## config.mk

```make
export PLATFORM = sky130hd
export DESIGN_NAME = mem_access_unit
export DESIGN_NICKNAME = d
export VERILOG_FILES = /design/src/rtl/mem_pkg.sv /design/src/rtl/mem_load_ext.sv /design/src/rtl/mem_access_unit.sv
export SDC_FILE = /design/constraint.sdc
export NUM_CORES = 1
export LEC_CHECK = 0
export ABC_AREA = 1
export BUFFER_PORTS_ARGS = -buffer_cell sky130_fd_sc_hd__buf_2
export CELL_PAD_IN_SITES_DETAIL_PLACEMENT = 1
export CELL_PAD_IN_SITES_GLOBAL_PLACEMENT = 1
export CORE_MARGIN = 3
export CORE_UTILIZATION = 34
export CTS_BUF_LIST = sky130_fd_sc_hd__clkbuf_4 sky130_fd_sc_hd__clkbuf_8
export CTS_CLUSTER_SIZE = 10
export DETAILED_ROUTE_END_ITERATION = 16
export PLACE_DENSITY_LB_ADDON = 0.1
export SETUP_SLACK_MARGIN = 0.3
export SLEW_MARGIN = 20
export SYNTH_ARGS = -nofsm -noshare
export SYNTH_HDL_FRONTEND = slang
export SYNTH_SLANG_ARGS = --single-unit
```

## constraint.sdc

```tcl
create_clock -name clk -period 1.9 [get_ports clk]
set_input_delay 0.38 -clock clk [delete_from_list [all_inputs] [get_ports clk]]
set_output_delay 0.38 -clock clk [all_outputs]
set_load 0.02 [all_outputs]
```

## src/rtl/mem_pkg.sv

```systemverilog
// Shared definitions for the MEM-stage access unit: access-length codes, FSM states
// and lane helpers for byte enables, store replication and alignment.
package mem_pkg;

    typedef enum logic [2:0] {
        LEN_W  = 3'd0,
        LEN_H  = 3'd1,
        LEN_HU = 3'd2,
        LEN_B  = 3'd3,
        LEN_BU = 3'd4
    } len_e;

    typedef enum logic [1:0] {
        S_IDLE = 2'd0,
        S_REQ  = 2'd1,
        S_DONE = 2'd2
    } state_e;

    // Unknown length codes fall back to a full word access.
    function automatic len_e norm_len(input logic [7:0] code);
        case (code)
            8'd1:    return LEN_H;
            8'd2:    return LEN_HU;
            8'd3:    return LEN_B;
            8'd4:    return LEN_BU;
            default: return LEN_W;
        endcase
    endfunction

    function automatic logic [3:0] lane_byteen(input len_e len, input logic [1:0] lo);
        case (len)
            LEN_H, LEN_HU: return 4'b0011 << {lo[1], 1'b0};
            LEN_B, LEN_BU: return 4'b0001 << lo;
            default:       return 4'b1111;
        endcase
    endfunction

    function automatic logic [31:0] lane_wdata(input len_e len, input logic [31:0] d);
        case (len)
            LEN_H, LEN_HU: return {2{d[15:0]}};
            LEN_B, LEN_BU: return {4{d[7:0]}};
            default:       return d;
        endcase
    endfunction

    function automatic logic misaligned(input len_e len, input logic [1:0] lo);
        case (len)
            LEN_W:         return lo != 2'b00;
            LEN_H, LEN_HU: return lo[0];
            default:       return 1'b0;
        endcase
    endfunction

endpackage

```

## src/rtl/mem_load_ext.sv

```systemverilog
// Load-lane extractor: selects the addressed half/byte of a bus word and
// sign- or zero-extends it to 32 bits.
module mem_load_ext
    import mem_pkg::*;
(
    input  logic [31:0] i_rdata,
    input  logic [1:0]  i_lo,
    input  len_e        i_len,
    output logic [31:0] o_ext
);

    logic [15:0] w_half;
    logic [7:0]  w_byte;

    always_comb begin
        w_half = i_lo[1] ? i_rdata[31:16] : i_rdata[15:0];
        case (i_lo)
            2'd0:    w_byte = i_rdata[7:0];
            2'd1:    w_byte = i_rdata[15:8];
            2'd2:    w_byte = i_rdata[23:16];
            default: w_byte = i_rdata[31:24];
        endcase
        case (i_len)
            LEN_H:   o_ext = {{16{w_half[15]}}, w_half};
            LEN_HU:  o_ext = {16'h0000, w_half};
            LEN_B:   o_ext = {{24{w_byte[7]}}, w_byte};
            LEN_BU:  o_ext = {24'h000000, w_byte};
            default: o_ext = i_rdata;
        endcase
    end

endmodule

```

## src/rtl/mem_access_unit.sv

```systemverilog
// MEM-stage data-memory bus master with req/ready handshake, pipeline stall and timeout.
// Define MISALIGN_TRAP_EN to trap misaligned W/H accesses instead of ignoring low address bits.
module mem_access_unit
    import mem_pkg::*;
#(
    parameter int          TIMEOUT  = 255,
    parameter logic [31:0] ERR_DATA = 32'hDEAD_BEEF
) (
    input  logic        clk,
    input  logic        reset,
    input  logic [31:0] MEM_pc,
    input  logic [31:0] MEM_ALUOut,
    input  logic [31:0] MEM_regRD2,
    input  logic        MEM_MemWrite,
    input  logic        MEM_MemRead,
    input  logic [7:0]  MEM_MemLen,
    output logic        dm_req,
    output logic        dm_we,
    output logic [31:0] dm_addr,
    output logic [3:0]  dm_byteen,
    output logic [31:0] dm_wdata,
    output logic [31:0] dm_pc,
    input  logic        dm_ready,
    input  logic [31:0] dm_rdata,
    output logic        mem_stall,
    output logic [31:0] load_data,
    output logic        load_valid,
    output logic        bus_err,
    output logic        misalign_exc
);

    localparam logic [7:0] TO_CNT = 8'(TIMEOUT);

    state_e      r_state, w_next;
    logic [29:0] r_addr;
    logic [1:0]  r_lo;
    len_e        r_len;
    logic        r_we, r_rd, r_err;
    logic [3:0]  r_byteen;
    logic [31:0] r_wdata, r_pc, r_load;
    logic [7:0]  r_cnt;
    logic        w_access, w_read, w_mis, w_timeout;
    len_e        w_len;
    logic [31:0] w_ext;

    assign w_access  = MEM_MemRead | MEM_MemWrite;
    assign w_read    = MEM_MemRead & ~MEM_MemWrite;
    assign w_len     = norm_len(MEM_MemLen);
    assign w_timeout = (r_cnt == TO_CNT) && !dm_ready;

`ifdef MISALIGN_TRAP_EN
    logic r_mis;
    assign w_mis = misaligned(w_len, MEM_ALUOut[1:0]);
`else
    assign w_mis = 1'b0;
`endif

    mem_load_ext u_ext (
        .i_rdata (dm_rdata),
        .i_lo    (r_lo),
        .i_len   (r_len),
        .o_ext   (w_ext)
    );

    always_ff @(posedge clk) begin
        if (!reset) r_state <= S_IDLE;
        else        r_state <= w_next;
    end

    always_comb begin
        w_next = r_state;
        case (r_state)
            S_IDLE:  if (w_access) w_next = w_mis ? S_DONE : S_REQ;
            S_REQ:   if (dm_ready || w_timeout) w_next = S_DONE;
            default: w_next = S_IDLE;
        endcase
    end

    always_comb begin
        dm_req     = (r_state == S_REQ);
        mem_stall  = (r_state == S_REQ) || ((r_state == S_IDLE) && w_access);
        load_valid = (r_state == S_DONE) && r_rd;
        bus_err    = (r_state == S_DONE) && r_err;
`ifdef MISALIGN_TRAP_EN
        misalign_exc = (r_state == S_DONE) && r_mis;
`else
        misalign_exc = 1'b0;
`endif
    end

    // Transaction latch in IDLE; completion/timeout capture in REQ.
    always_ff @(posedge clk) begin
        if (!reset) begin
            r_addr   <= '0;
            r_lo     <= '0;
            r_len    <= LEN_W;
            r_we     <= 1'b0;
            r_rd     <= 1'b0;
            r_err    <= 1'b0;
            r_byteen <= '0;
            r_wdata  <= '0;
            r_pc     <= 32'h0000_3000;
            r_load   <= '0;
            r_cnt    <= '0;
`ifdef MISALIGN_TRAP_EN
            r_mis    <= 1'b0;
`endif
        end else begin
            case (r_state)
                S_IDLE: begin
                    if (w_access) begin
                        r_addr   <= MEM_ALUOut[31:2];
                        r_lo     <= MEM_ALUOut[1:0];
                        r_len    <= w_len;
                        r_we     <= MEM_MemWrite;
                        r_rd     <= w_read;
                        r_err    <= 1'b0;
                        r_byteen <= lane_byteen(w_len, MEM_ALUOut[1:0]);
                        r_wdata  <= lane_wdata(w_len, MEM_regRD2);
                        r_pc     <= MEM_pc;
                        r_cnt    <= 8'd1;
`ifdef MISALIGN_TRAP_EN
                        r_mis    <= w_mis;
                        if (w_mis) r_load <= '0;
`endif
                    end
                end
                S_REQ: begin
                    if (dm_ready) begin
                        if (r_rd) r_load <= w_ext;
                    end else if (w_timeout) begin
                        r_err  <= 1'b1;
                        r_load <= ERR_DATA;
                    end else begin
                        r_cnt <= r_cnt + 8'd1;
                    end
                end
                default: r_cnt <= '0;
            endcase
        end
    end

    assign dm_we     = r_we;
    assign dm_addr   = {r_addr, 2'b00};
    assign dm_byteen = r_byteen;
    assign dm_wdata  = r_wdata;
    assign dm_pc     = r_pc;
    assign load_data = r_load;

endmodule

```

After elaboration in Yosys (flattened, before gate mapping)
Index checks and enable logic that the tools add are counted.
Widths: inputs -> output; s select.
{ "classes": {"n_addsub": 1, "multipliers": 0, "div": 0, "magnitude_cmp": 0, "n_eq_ne": 23, "shift": 2, "n_mux": 20, "n_bitwise": 3, "n_reduce_logical": 18} }
{ "op_table": {"columns": ["operator", "count"], "rows": [
  ["$pmux 32 s4", 1],
  ["$mux 32", 3],
  ["$pmux 32 s2", 1],
  ["$mux 8", 3],
  ["$pmux 8 s3", 1],
  ["$eq 8x2->1 const B", 2],
  ["$mux 16", 1],
  ["$pmux 8 s2", 1],
  ["$eq 3x2->1 const B", 4],
  ["$pmux 3 s4", 1],
  ["$add 8x1->8 const B", 1],
  ["$eq 8x1->1 const B", 1],
  ["$eq 8x3->1 const B", 1],
  ["$eq 8x8->1 const B", 1],
  ["$pmux 4 s2", 1],
  ["$eq 3x1->1 const B", 2],
  ["$eq 3x3->1 const B", 2],
  ["$ne 2x1->1 const B", 3],
  ["$ne 2x2->1 const B", 3],
  ["$reduce_and 3->1", 2],
  ["$eq 2x1->1 const B", 2],
  ["$eq 2x2->1 const B", 2],
  ["$logic_and 1x1->1", 4],
  ["$logic_not 2->1", 2],
  ["15 further kinds", 22]
]} }
{ "totals": {"register_bits": 148, "latchBits": 0, "ramBits": 0, "rom_bits": 0, "in_bits": 141, "out_inout_bits": 138, "wordCells": 79, "memories": 0} }

Logic depth before layout (Yosys ltp)
Gate-level depths: netlist of the first run.
{ "depth": {"ltp_word": 5, "depth_mapped": 11, "ltp_nobuf": 11} }

By module
From an unflattened synthesis of the first run, not the netlist that was laid out.
{ "hier_totals": {"cells_unflattened": 1078, "area_unflattened_um2": 7360.8} }
{ "modules_own_cells": {"columns": ["mod", "n_inst", "cells_per_inst", "area_each_um2", "seq_area_each_um2"], "rows": [
  ["mem_access_unit", 1, 857, 6216.0, 2962.8],
  ["mem_load_ext", 1, 221, 1144.8, 0.0]
]} }

Worst setup path after synthesis of the first run
OpenSTA, ideal clock, no wires.
{ "synth_timing": {"kind": "register to output", "from": "register r_state[0]", "to": "output port mem_stall", "arrival_time_ns": 1.106, "t_required_ns": 1.520, "path_slack_ns": 0.414, "path_stages_with_launch": 6, "n_path_buf": 2, "cell_sequence": "dfxtp_1 nor2_2 o21ai_2 buf_2 buf_2 nand2_1"} }
{ "synth_between": {"elab_chain_cells": 3, "word_cells_on_any_way": 4, "classes_between": "eq/ne: 1; reduce/logical: 3"} }
{ "synth_rtl": {"columns": ["item", "line", "text"], "rows": [
  ["start, declared", "mem_access_unit.sv:34", "state_e r_state, w_next;"],
  ["start signal, assigned", "mem_access_unit.sv:67", "else r_state <= w_next;"],
  ["$logic_not 2->1", "mem_access_unit.sv:81", "mem_stall = (r_state == S_REQ) || ((r_state == S_IDLE) && w_access);"],
  ["$logic_and 1x1->1", "mem_access_unit.sv:81", null],
  ["$logic_or 1x1->1 *", "mem_access_unit.sv:81", null],
  ["end, declared", "mem_access_unit.sv:25", "output logic mem_stall,"]
]} }
Mark *: on every way between the ends. The rest lies on a longest branch, timed or not.

Worst setup path after layout of the first run
{ "layout_timing": {"from": "register r_state[1]", "to": "output port mem_stall"} }
Same word-level chain as after synthesis.

==> impl_metrics.tcl, run 1 <==
set metrics [dict create \
    run_status "finished, final reports clean" \
    r2r_start "r_state[0]$_SDFFE_PN0P_" \
    io_pins 279 \
    nets 1385 \
    design.die.area_um2 21800 \
    numCtsBuffers 17 \
    r2r_end "load_data[10]$_SDFFE_PN0P_" \
    avgRoutedWirePerCell_um 16.7 \
    hold_class "in2reg" \
    critPathSlowestCell "dfxtp_4" \
    cp_max_fo 3 \
    synth_seq_cells 148 \
    synth_top_family_by_area "simple AND/OR/NAND/NOR gates" \
    async_flop_share 0 \
    port_buffers 275 \
    holdBufCountCts 0 \
    hold_viol 0 \
    power_frac_clock 0.295 \
    seq_area_frac_synth 0.434 \
    start_util 0.349 \
    hpwl_mm 17.9 \
    p_leak_nw 4.67 \
    drt_iter0_drc 264 \
    root_buffer "clkbuf_8" \
    synth_cell_type_count 44 \
    yosys_warnings 0 \
    drive_above_1_share 0.345 \
    p_sw_frac 0.362 \
    crit_start "r_state[1]$_SDFFE_PN0P_" \
    synth_edf_count 0 \
    htreeDepth 4 \
    coreArea_um2 19600 \
    hold_depth 3 \
    r2r_setup_slack_ps 350 \
    place_congestion 0.801 \
    antennaDiodeCount 0 \
    fin_worst_skew_ps 17.1 \
    start_kind "flip-flop" \
    viasPerCell 4.83 \
    area_delta_synth_final_pct 36.4 \
    grt_pass1_vias 7191 \
    synth_top_cell_by_area "dfxtp_1" \
    drc_errors 0 \
    track_usage 0.221 \
    period_share 0.898 \
    cap_violations 0 \
    antenna_found_initial 3 \
    wl_mm 25.5 \
    comb_power_share 0.281 \
    fmax_ghz 0.586 \
    synth_top_area_share 0.434 \
    ant_nets 0 \
    min_period_ps 1710 \
    critPathMaxStageDelay_ps 370 \
    p_switching_mw 3.03 \
    hold_path_startpoint "MEM_pc[13]" \
    setup_tns_ps 0 \
    yosysMostFrequentCell "nor2_1" \
    fin_util 0.476 \
    syn_inst 962 \
    synthXorXnorAreaFrac 0.00257 \
    rsz0062_at_grt "true" \
    grt_start_max_net_pins 65 \
    finalMaxSlewViolations 0 \
    post_synth.cell_area_avg_um2 7.10 \
    ir_drop_v 0.000428 \
    synth_area_leaders "dfxtp_1 43%, nor2_1 13%, o21ai_0 8.1%" \
    clk_pin_slew_ps 80 \
    insertion_delay_ps 460 \
    dp.cells 1470 \
    finalSetupViolations 0 \
    path_class "reg2out" \
    synth_compound_area_frac 0.174 \
    fin_ws_ps 194 \
    worstPathCellList "nor2_4, o21ai_4, buf_12, nand2_4, buf_6" \
    arrival_ps 1330 \
    die_w_um 148 \
    crit_required_ps 1520 \
    fp-row-count 51 \
    yosys.area_share.simple 0.292 \
    grt_overflow 0 \
    synth_common_cells "232 x nor2_1, 148 x dfxtp_1, 121 x nand2_1, 110 x o21ai_0, 71 x inv_1" \
    cell_internal_pwr_mw 5.34 \
    cts_tree "yes" \
    grt_pass1_wl_mm 38.9 \
    worst_setup_path_end_kind "primary output" \
    post_layout_nonfiller_instances 1521 \
    p_per_area_nw_per_um2 898 \
    pre_cts_slack_ps 120 \
    clk_path_buf_depth 2 \
    die_y_um 148 \
    synth-adder-area-share 0.00183 \
    muxShareOfSynthArea 0 \
    netlist_area_um2 6830 \
    post_dp_cell_area_um2 8440 \
    clkSinkCount 148 \
    ys.flop_type "dfxtp_1" \
    min_to "dm_pc[13]$_SDFFE_PN1P_" \
    first_pass_iters 5 \
    final_cell_area_um2 9320 \
    pwr-share-seq 0.424 \
    rr_worst_depth 9 \
    vias 7343 \
]
## flip-flops by register name, summed over array words and instances, names as in the netlist
signal	cells
dm_byteen	4
dm_pc	32
dm_wdata	32
dm_we	1
load_data	32
r_addr	30
r_cnt	8
r_err	1
r_len	3
r_lo	2
r_rd	1
r_state	2
## layer usage
metal | up-vias | track usage | part of all wire | routed length (um)
met4 | 6 | 0.0545 | 0.012 | 301
met1 | 3412 | 0.295 | 0.45 | 11400
met2 | 223 | 0.363 | 0.47 | 12000
li1 | 3674 | - | - | -
met5 | - | 0 | 0.0013 | 34
met3 | 28 | 0.0543 | 0.065 | 1660
## power by group through the flow
stage                     Clock, mW  Combinational (mW)  Sequential (mW)
after floorplan                   0                1.04             3.94
after global placement            0                2.14             3.61
after detailed placement          0                2.16             3.62
after CTS                      2.56                2.28             3.55
after global routing           2.68                2.60             3.59
final                          2.47                2.36             3.55
## area by class of cell
type	instances	area, um^2
clock inverter	14	144
inverter	87	333
sequential	148	2980
timing repair buffer	313	1890
multi-input combinational	676	3400
fill	2578	10300
tap	265	332
clock buffer	18	241
## critical path, delay by kind of cell, from the launching register on
family	cells	cell delay, ps
AND/OR/NAND/NOR	2	180
buffers and inverters	2	240
AO/OA/AOI/OAI	1	90
flip-flops	1	370
## stage by stage
stage                     total power, mW  hold slack (ps)
final                                8.37              143
after global routing                 8.86              136
after CTS                            8.39              105
after detailed placement             5.78              455
after global placement               5.75              447
after floorplan                      4.98              440
## cell usage in the layout, fill, tap and decap left out, types with 7 or more instances in the layout
| cell | count |
|---|---|
| buf_12 | 8 |
| a31oi_1 | 9 |
| nor2_1 | 232 |
| a21oi_1 | 34 |
| a21oi_2 | 10 |
| dfxtp_1 | 141 |
| o21ai_1 | 20 |
| inv_1 | 69 |
| o21ai_0 | 110 |
| nand2_2 | 7 |
| inv_2 | 13 |
| o21ai_2 | 8 |
| buf_2 | 271 |
| clkbuf_8 | 17 |
| o211ai_1 | 11 |
| nand2_1 | 117 |
| nand3_1 | 58 |
| buf_4 | 25 |
## worst max-delay path by stage
stage                                     end  slack (ps)  cells after the start
floorplan                           mem_stall         410                      5
global placement    dm_byteen[2]$_SDFFE_PN0P_         180                     10
detailed placement  dm_byteen[3]$_SDFFE_PN0P_         120                     10
CTS                                 mem_stall         160                      5
global route                        mem_stall         130                      5
finish                              mem_stall         190                      5
## cells by family (layout without fill, tap and decap cells)
group                    count (synthesis)  in the layout
adder cells (fa/ha/maj)                  1              1
XOR/XNOR                                 2              2
AO/OA/AOI/OAI                          213            213
AND/OR/NAND/NOR                        454            457
flip-flops                             148            148
other                                    1              3
buffers and inverters                  143            432
## what timing repair did
| item | 4_1_cts | 5_1_grt |
|---|---|---|
| cloned | 2 | 6 |
| setup buffers | 8 | 3 |
| endpoints found under the setup margin | 81 | 78 |
| gates resized for setup | 21 | 29 |
| pin swaps | 3 | 6 |
No activity file was read; power rests on OpenSTA's default activity.
==> run 2, diff against run 1 <==
--- a/config.mk
+++ b/config.mk
@@ -6,14 +6,14 @@
 export NUM_CORES = 1
 export LEC_CHECK = 0
 export ABC_AREA = 1
-export BUFFER_PORTS_ARGS = -buffer_cell sky130_fd_sc_hd__buf_2
 export CELL_PAD_IN_SITES_DETAIL_PLACEMENT = 1
 export CELL_PAD_IN_SITES_GLOBAL_PLACEMENT = 1
 export CORE_MARGIN = 3
-export CORE_UTILIZATION = 34
+export CORE_UTILIZATION = 45
 export CTS_BUF_LIST = sky130_fd_sc_hd__clkbuf_4 sky130_fd_sc_hd__clkbuf_8
 export CTS_CLUSTER_SIZE = 10
 export DETAILED_ROUTE_END_ITERATION = 16
+export DONT_BUFFER_PORTS = 1
 export PLACE_DENSITY_LB_ADDON = 0.1
 export SETUP_SLACK_MARGIN = 0.3
 export SLEW_MARGIN = 20
==> run 2 against run 1 <==
Via count down 11%; sequential power increased by 12%; non-clock buffer count down 280; wire length is 9.6% lower; clock skew down 12 ps; fmax is 3.0% higher; register-to-register slack is essentially flat; global-route usage rose by 4.3 points; sequential cell count unchanged.
==> impl_metrics.tcl, run 2 (same netlist as run 1, synthesis figures left out) <==
set metrics [dict create \
    tightest_slew_ps 554 \
    wl_met1_mm 8.82 \
    fmax_ghz 0.603 \
    arrival_ps 1280 \
    drt_iter0_drc 299 \
    fin_util 0.517 \
    start_kind "flip-flop" \
    cap_violations 0 \
    first_pass_iters 5 \
    track_usage 0.264 \
    clk_pin_slew_ps 80 \
    die_y_um 129 \
    maxSlewHeadroom 0.631 \
    holdBufCountCts 0 \
    grt_start_max_net_pins 116 \
    avgRoutedWirePerCell_um 19.9 \
    cp_max_fo 5 \
    design.die.area_um2 16700 \
    hold_class "in2reg" \
    numCtsBuffers 17 \
    drive_above_1_share 0.151 \
    run_status "finished, final reports clean" \
    rsz0062_at_grt "true" \
    nets 1103 \
    power_mw 7.82 \
    p_per_area_nw_per_um2 1030 \
    wl_mm 23.0 \
    hold_viol 0 \
    grt_pass1_wl_mm 34.6 \
    grt_overflow 0 \
    ant_nets 0 \
    htreeDepth 4 \
    grt_pass1_vias 6551 \
    pre_cts_slack_ps 186 \
    finalMaxSlewViolations 0 \
    finalSetupViolations 0 \
    path_class "reg2out" \
    hpwl_mm 16.8 \
    place_congestion 0.898 \
    fp-row-count 44 \
    area_delta_synth_final_pct 11.2 \
    die_w_um 129 \
    crit_required_ps 1520 \
    port_buffers 0 \
    dr.max_layer_used "met4" \
    io_pins 279 \
    antenna_found_initial 0 \
    drc_errors 0 \
    coreArea_um2 14700 \
    clkSinkCount 148 \
    fin_ws_ps 243 \
    insertion_delay_ps 450 \
    holdWs_ps 40.7 \
    layout_commonest_cell "nor2_1" \
    period_share 0.872 \
    p_leak_nw 3.33 \
    final_cell_mix "232 x nor2_1, 138 x dfxtp_1, 118 x nand2_1" \
    setup_tns_ps 0 \
    vias 6499 \
    min_period_ps 1660 \
    clk_path_buf_depth 2 \
    wl_met3_mm 2.28 \
    met2_length_mm 11.3 \
    antennaDiodeCount 0 \
    nFillCells 1905 \
    start_util 0.465 \
    ir_drop_v 0.000542 \
    viasPerCell 5.62 \
    worst_setup_path_end_kind "primary output" \
    fin_worst_skew_ps 5.51 \
    root_buffer "clkbuf_8" \
    cts_tree "yes" \
]
## run 2: cell type report
class | count | area (um^2) | area share
multi-input combinational | 674 | 3350 | 0.441
sequential | 148 | 2980 | 0.392
inverter | 87 | 335 | 0.0442
timing repair buffer | 33 | 302 | 0.0397
clock buffer | 20 | 269 | 0.0354
tap | 184 | 230 | 0.0303
clock inverter | 11 | 128 | 0.0168
## run 2: repair_timing
action | CTS | global route
gates cloned | 1 | 0
endpoints found under the setup margin | 79 | 42
buffers inserted | 8 | 1
resized for setup | 12 | 29
pin swaps | 4 | 3
## run 2: routing by layer
metal,up-vias,GRT usage
met5,-,0
met1,3083,0.297
met2,264,0.451
met4,0,0.103
li1,3101,-
met3,51,0.103
## run 2: metrics by stage
step                      instance area, um^2  std cells
after floorplan                          6840        964
after global placement                   6960       1116
after detailed placement                 6960       1116
after CTS                                7480       1156
after global routing                     7590       1157
final                                    7590       1157
## run 2: final timing paths
| kind | from | to | slack, ps | depth (start not counted) |
|---|---|---|---|---|
| min reg2reg | r_err$_SDFFE_PN0P_ | r_err$_SDFFE_PN0P_ | 490 | 2 |
| max reg2reg | r_state[1]$_SDFFE_PN0P_ | load_data[5]$_SDFFE_PN0P_ | 360 | 9 |
| max | r_state[0]$_SDFFE_PN0P_ | mem_stall | 240 | 4 |
| min | MEM_pc[13] | dm_pc[13]$_SDFFE_PN1P_ | 40 | 2 |
## run 2: critical path, cell delays in order (launching register included)
cell and delay (ps):
dfxtp_4 380, nor2_4 150, o21ai_4 90, buf_12 140, nand2_8 60
## run 2: report_power, final
part / total [mW] / internal [mW] / leakage (nW) / switching [mW]
Sequential: 3.98 / 3.40 / 1.23 / 0.579
Combinational: 1.37 / 0.490 / 1.91 / 0.877
Clock: 2.47 / 1.25 / 0.195 / 1.22
==> run 3, diff against run 2 <==
--- a/config.mk
+++ b/config.mk
@@ -6,10 +6,11 @@
 export NUM_CORES = 1
 export LEC_CHECK = 0
 export ABC_AREA = 1
-export CELL_PAD_IN_SITES_DETAIL_PLACEMENT = 1
-export CELL_PAD_IN_SITES_GLOBAL_PLACEMENT = 1
+export CAP_MARGIN = 10
+export CELL_PAD_IN_SITES_DETAIL_PLACEMENT = 0
+export CELL_PAD_IN_SITES_GLOBAL_PLACEMENT = 2
 export CORE_MARGIN = 3
-export CORE_UTILIZATION = 45
+export CORE_UTILIZATION = 34
 export CTS_BUF_LIST = sky130_fd_sc_hd__clkbuf_4 sky130_fd_sc_hd__clkbuf_8
 export CTS_CLUSTER_SIZE = 10
 export DETAILED_ROUTE_END_ITERATION = 16
==> run 3 against run 2 <==
Setup slack improved by 49 ps; clock power decreased by 4%; register-to-register slack improved by 20 ps; die area increased by 31%; wire length decreased by 1.5%; fmax increased by 3.1%; critical path type unchanged; largest power group unchanged.
==> impl_metrics.tcl, run 3 (same netlist as run 1, synthesis figures left out) <==
set metrics [dict create \
    htreeDepth 4 \
    io_pins 279 \
    root_buffer "clkbuf_8" \
    insertion_delay_ps 460 \
    first_pass_iters 5 \
    p_per_area_nw_per_um2 1000 \
    grt_pass1_vias 5886 \
    hold_path_startpoint "MEM_pc[12]" \
    viasPerCell 4.98 \
    nets 1108 \
    critPathMaxStageDelay_ps 370 \
    clk_pin_slew_ps 90 \
    post_dp_cell_area_um2 7030 \
    clkSinkCount 148 \
    grt_pass1_wl_mm 34.0 \
    layout_commonest_cell "nor2_1" \
    min_to "dm_pc[12]$_SDFFE_PN1P_" \
    antennaDiodeCount 0 \
    place_congestion 0.898 \
    r2r_setup_slack_ps 380 \
    start_kind "flip-flop" \
    wl_mm 22.7 \
    finalMaxSlewViolations 0 \
    coreArea_um2 19600 \
    numCtsBuffers 17 \
    cp_top_family "flip-flops" \
    cp_max_fo 3 \
    worstPathCellList "nor2_4, o21ai_4, buf_12, nand2_8" \
    path_class "reg2out" \
    final_cell_area_um2 7740 \
    min_period_ps 1610 \
    power_mw 7.77 \
    holdWs_ps 52.4 \
    critPathSlowestCell "dfxtp_4" \
    cts_tree "yes" \
    drc_errors 0 \
    run_status "finished, final reports clean" \
    ir_drop_v 0.000396 \
    fp-row-count 51 \
    hold_class "in2reg" \
    grt_start_max_net_pins 116 \
    drt_iter0_drc 386 \
    rr_worst_depth 9 \
    track_usage 0.197 \
    hold_viol 0 \
    antenna_found_initial 0 \
    ant_nets 0 \
    fin_worst_skew_ps 18.0 \
    fin_ws_ps 292 \
    fin_util 0.395 \
    crit_required_ps 1520 \
    dp.cells 1195 \
    finalSetupViolations 0 \
    fmax_ghz 0.622 \
    worst_setup_path_end_kind "primary output" \
    r2r_end "load_data[6]$_SDFFE_PN0P_" \
    critical_path_buf_inv_count 1 \
    hpwl_mm 16.1 \
    r2r_start "r_state[1]$_SDFFE_PN0P_" \
    p_leak_nw 3.37 \
    hold_depth 2 \
    die_y_um 148 \
    grt_overflow 0 \
    die_w_um 148 \
    vias 6190 \
    arrival_ps 1230 \
    pre_cts_slack_ps 277 \
    port_buffers 0 \
    rsz0062_at_grt "true" \
    avgRoutedWirePerCell_um 18.2 \
    start_util 0.349 \
    final_cell_mix "232 x nor2_1, 140 x dfxtp_1, 117 x nand2_1" \
    drive_above_1_share 0.150 \
    setup_tns_ps 0 \
    clk_path_buf_depth 2 \
    post_layout_nonfiller_instances 1244 \
    cap_violations 0 \
    area_delta_synth_final_pct 13.4 \
    period_share 0.846 \
    design.die.area_um2 21800 \
]
==> run 3: cell type report <==
type	count	area, um^2
sequential	148	2980
multi-input combinational	676	3330
clock inverter	15	143
clock buffer	17	234
inverter	87	343
tap	265	332
fill	2120	11800
timing repair buffer	36	384
==> run 3: repair_timing <==
item	in CTS	in global routing
pin swaps	1	6
endpoints found under the setup margin	9	48
hold buffers	1	0
endpoints found under the hold margin	1	0
gates resized for setup	15	25
gates cloned	1	4
buffers inserted	4	7
==> run 3: worst max-delay path by stage <==
stage | start | to | slack (ps) | depth (start not counted)
after CTS | r_state[1]$_SDFFE_PN0P_ | mem_stall | 250 | 4
after global placement | MEM_MemLen[2] | dm_byteen[2]$_SDFFE_PN0P_ | 300 | 9
after global routing | r_state[1]$_SDFFE_PN0P_ | mem_stall | 220 | 4
after floorplan | r_state[0]$_SDFFE_PN0P_ | mem_stall | 410 | 5
final | r_state[1]$_SDFFE_PN0P_ | mem_stall | 290 | 4
after detailed placement | MEM_MemLen[2] | dm_byteen[2]$_SDFFE_PN0P_ | 280 | 9
==> run 3: where the power goes <==
group | total [mW] | switching, mW | internal, mW | leakage, nW
clock network | 2.38 | 1.41 | 0.970 | 0.188
logic | 1.42 | 0.883 | 0.541 | 1.96
registers | 3.96 | 0.567 | 3.40 | 1.22
==> run 3: metal layers <==
layer  global-route usage  part of all wire
met4               0.0531             0.010
met1                0.242              0.42
met5                    0                 0
met3               0.0877              0.11
met2                0.317              0.46
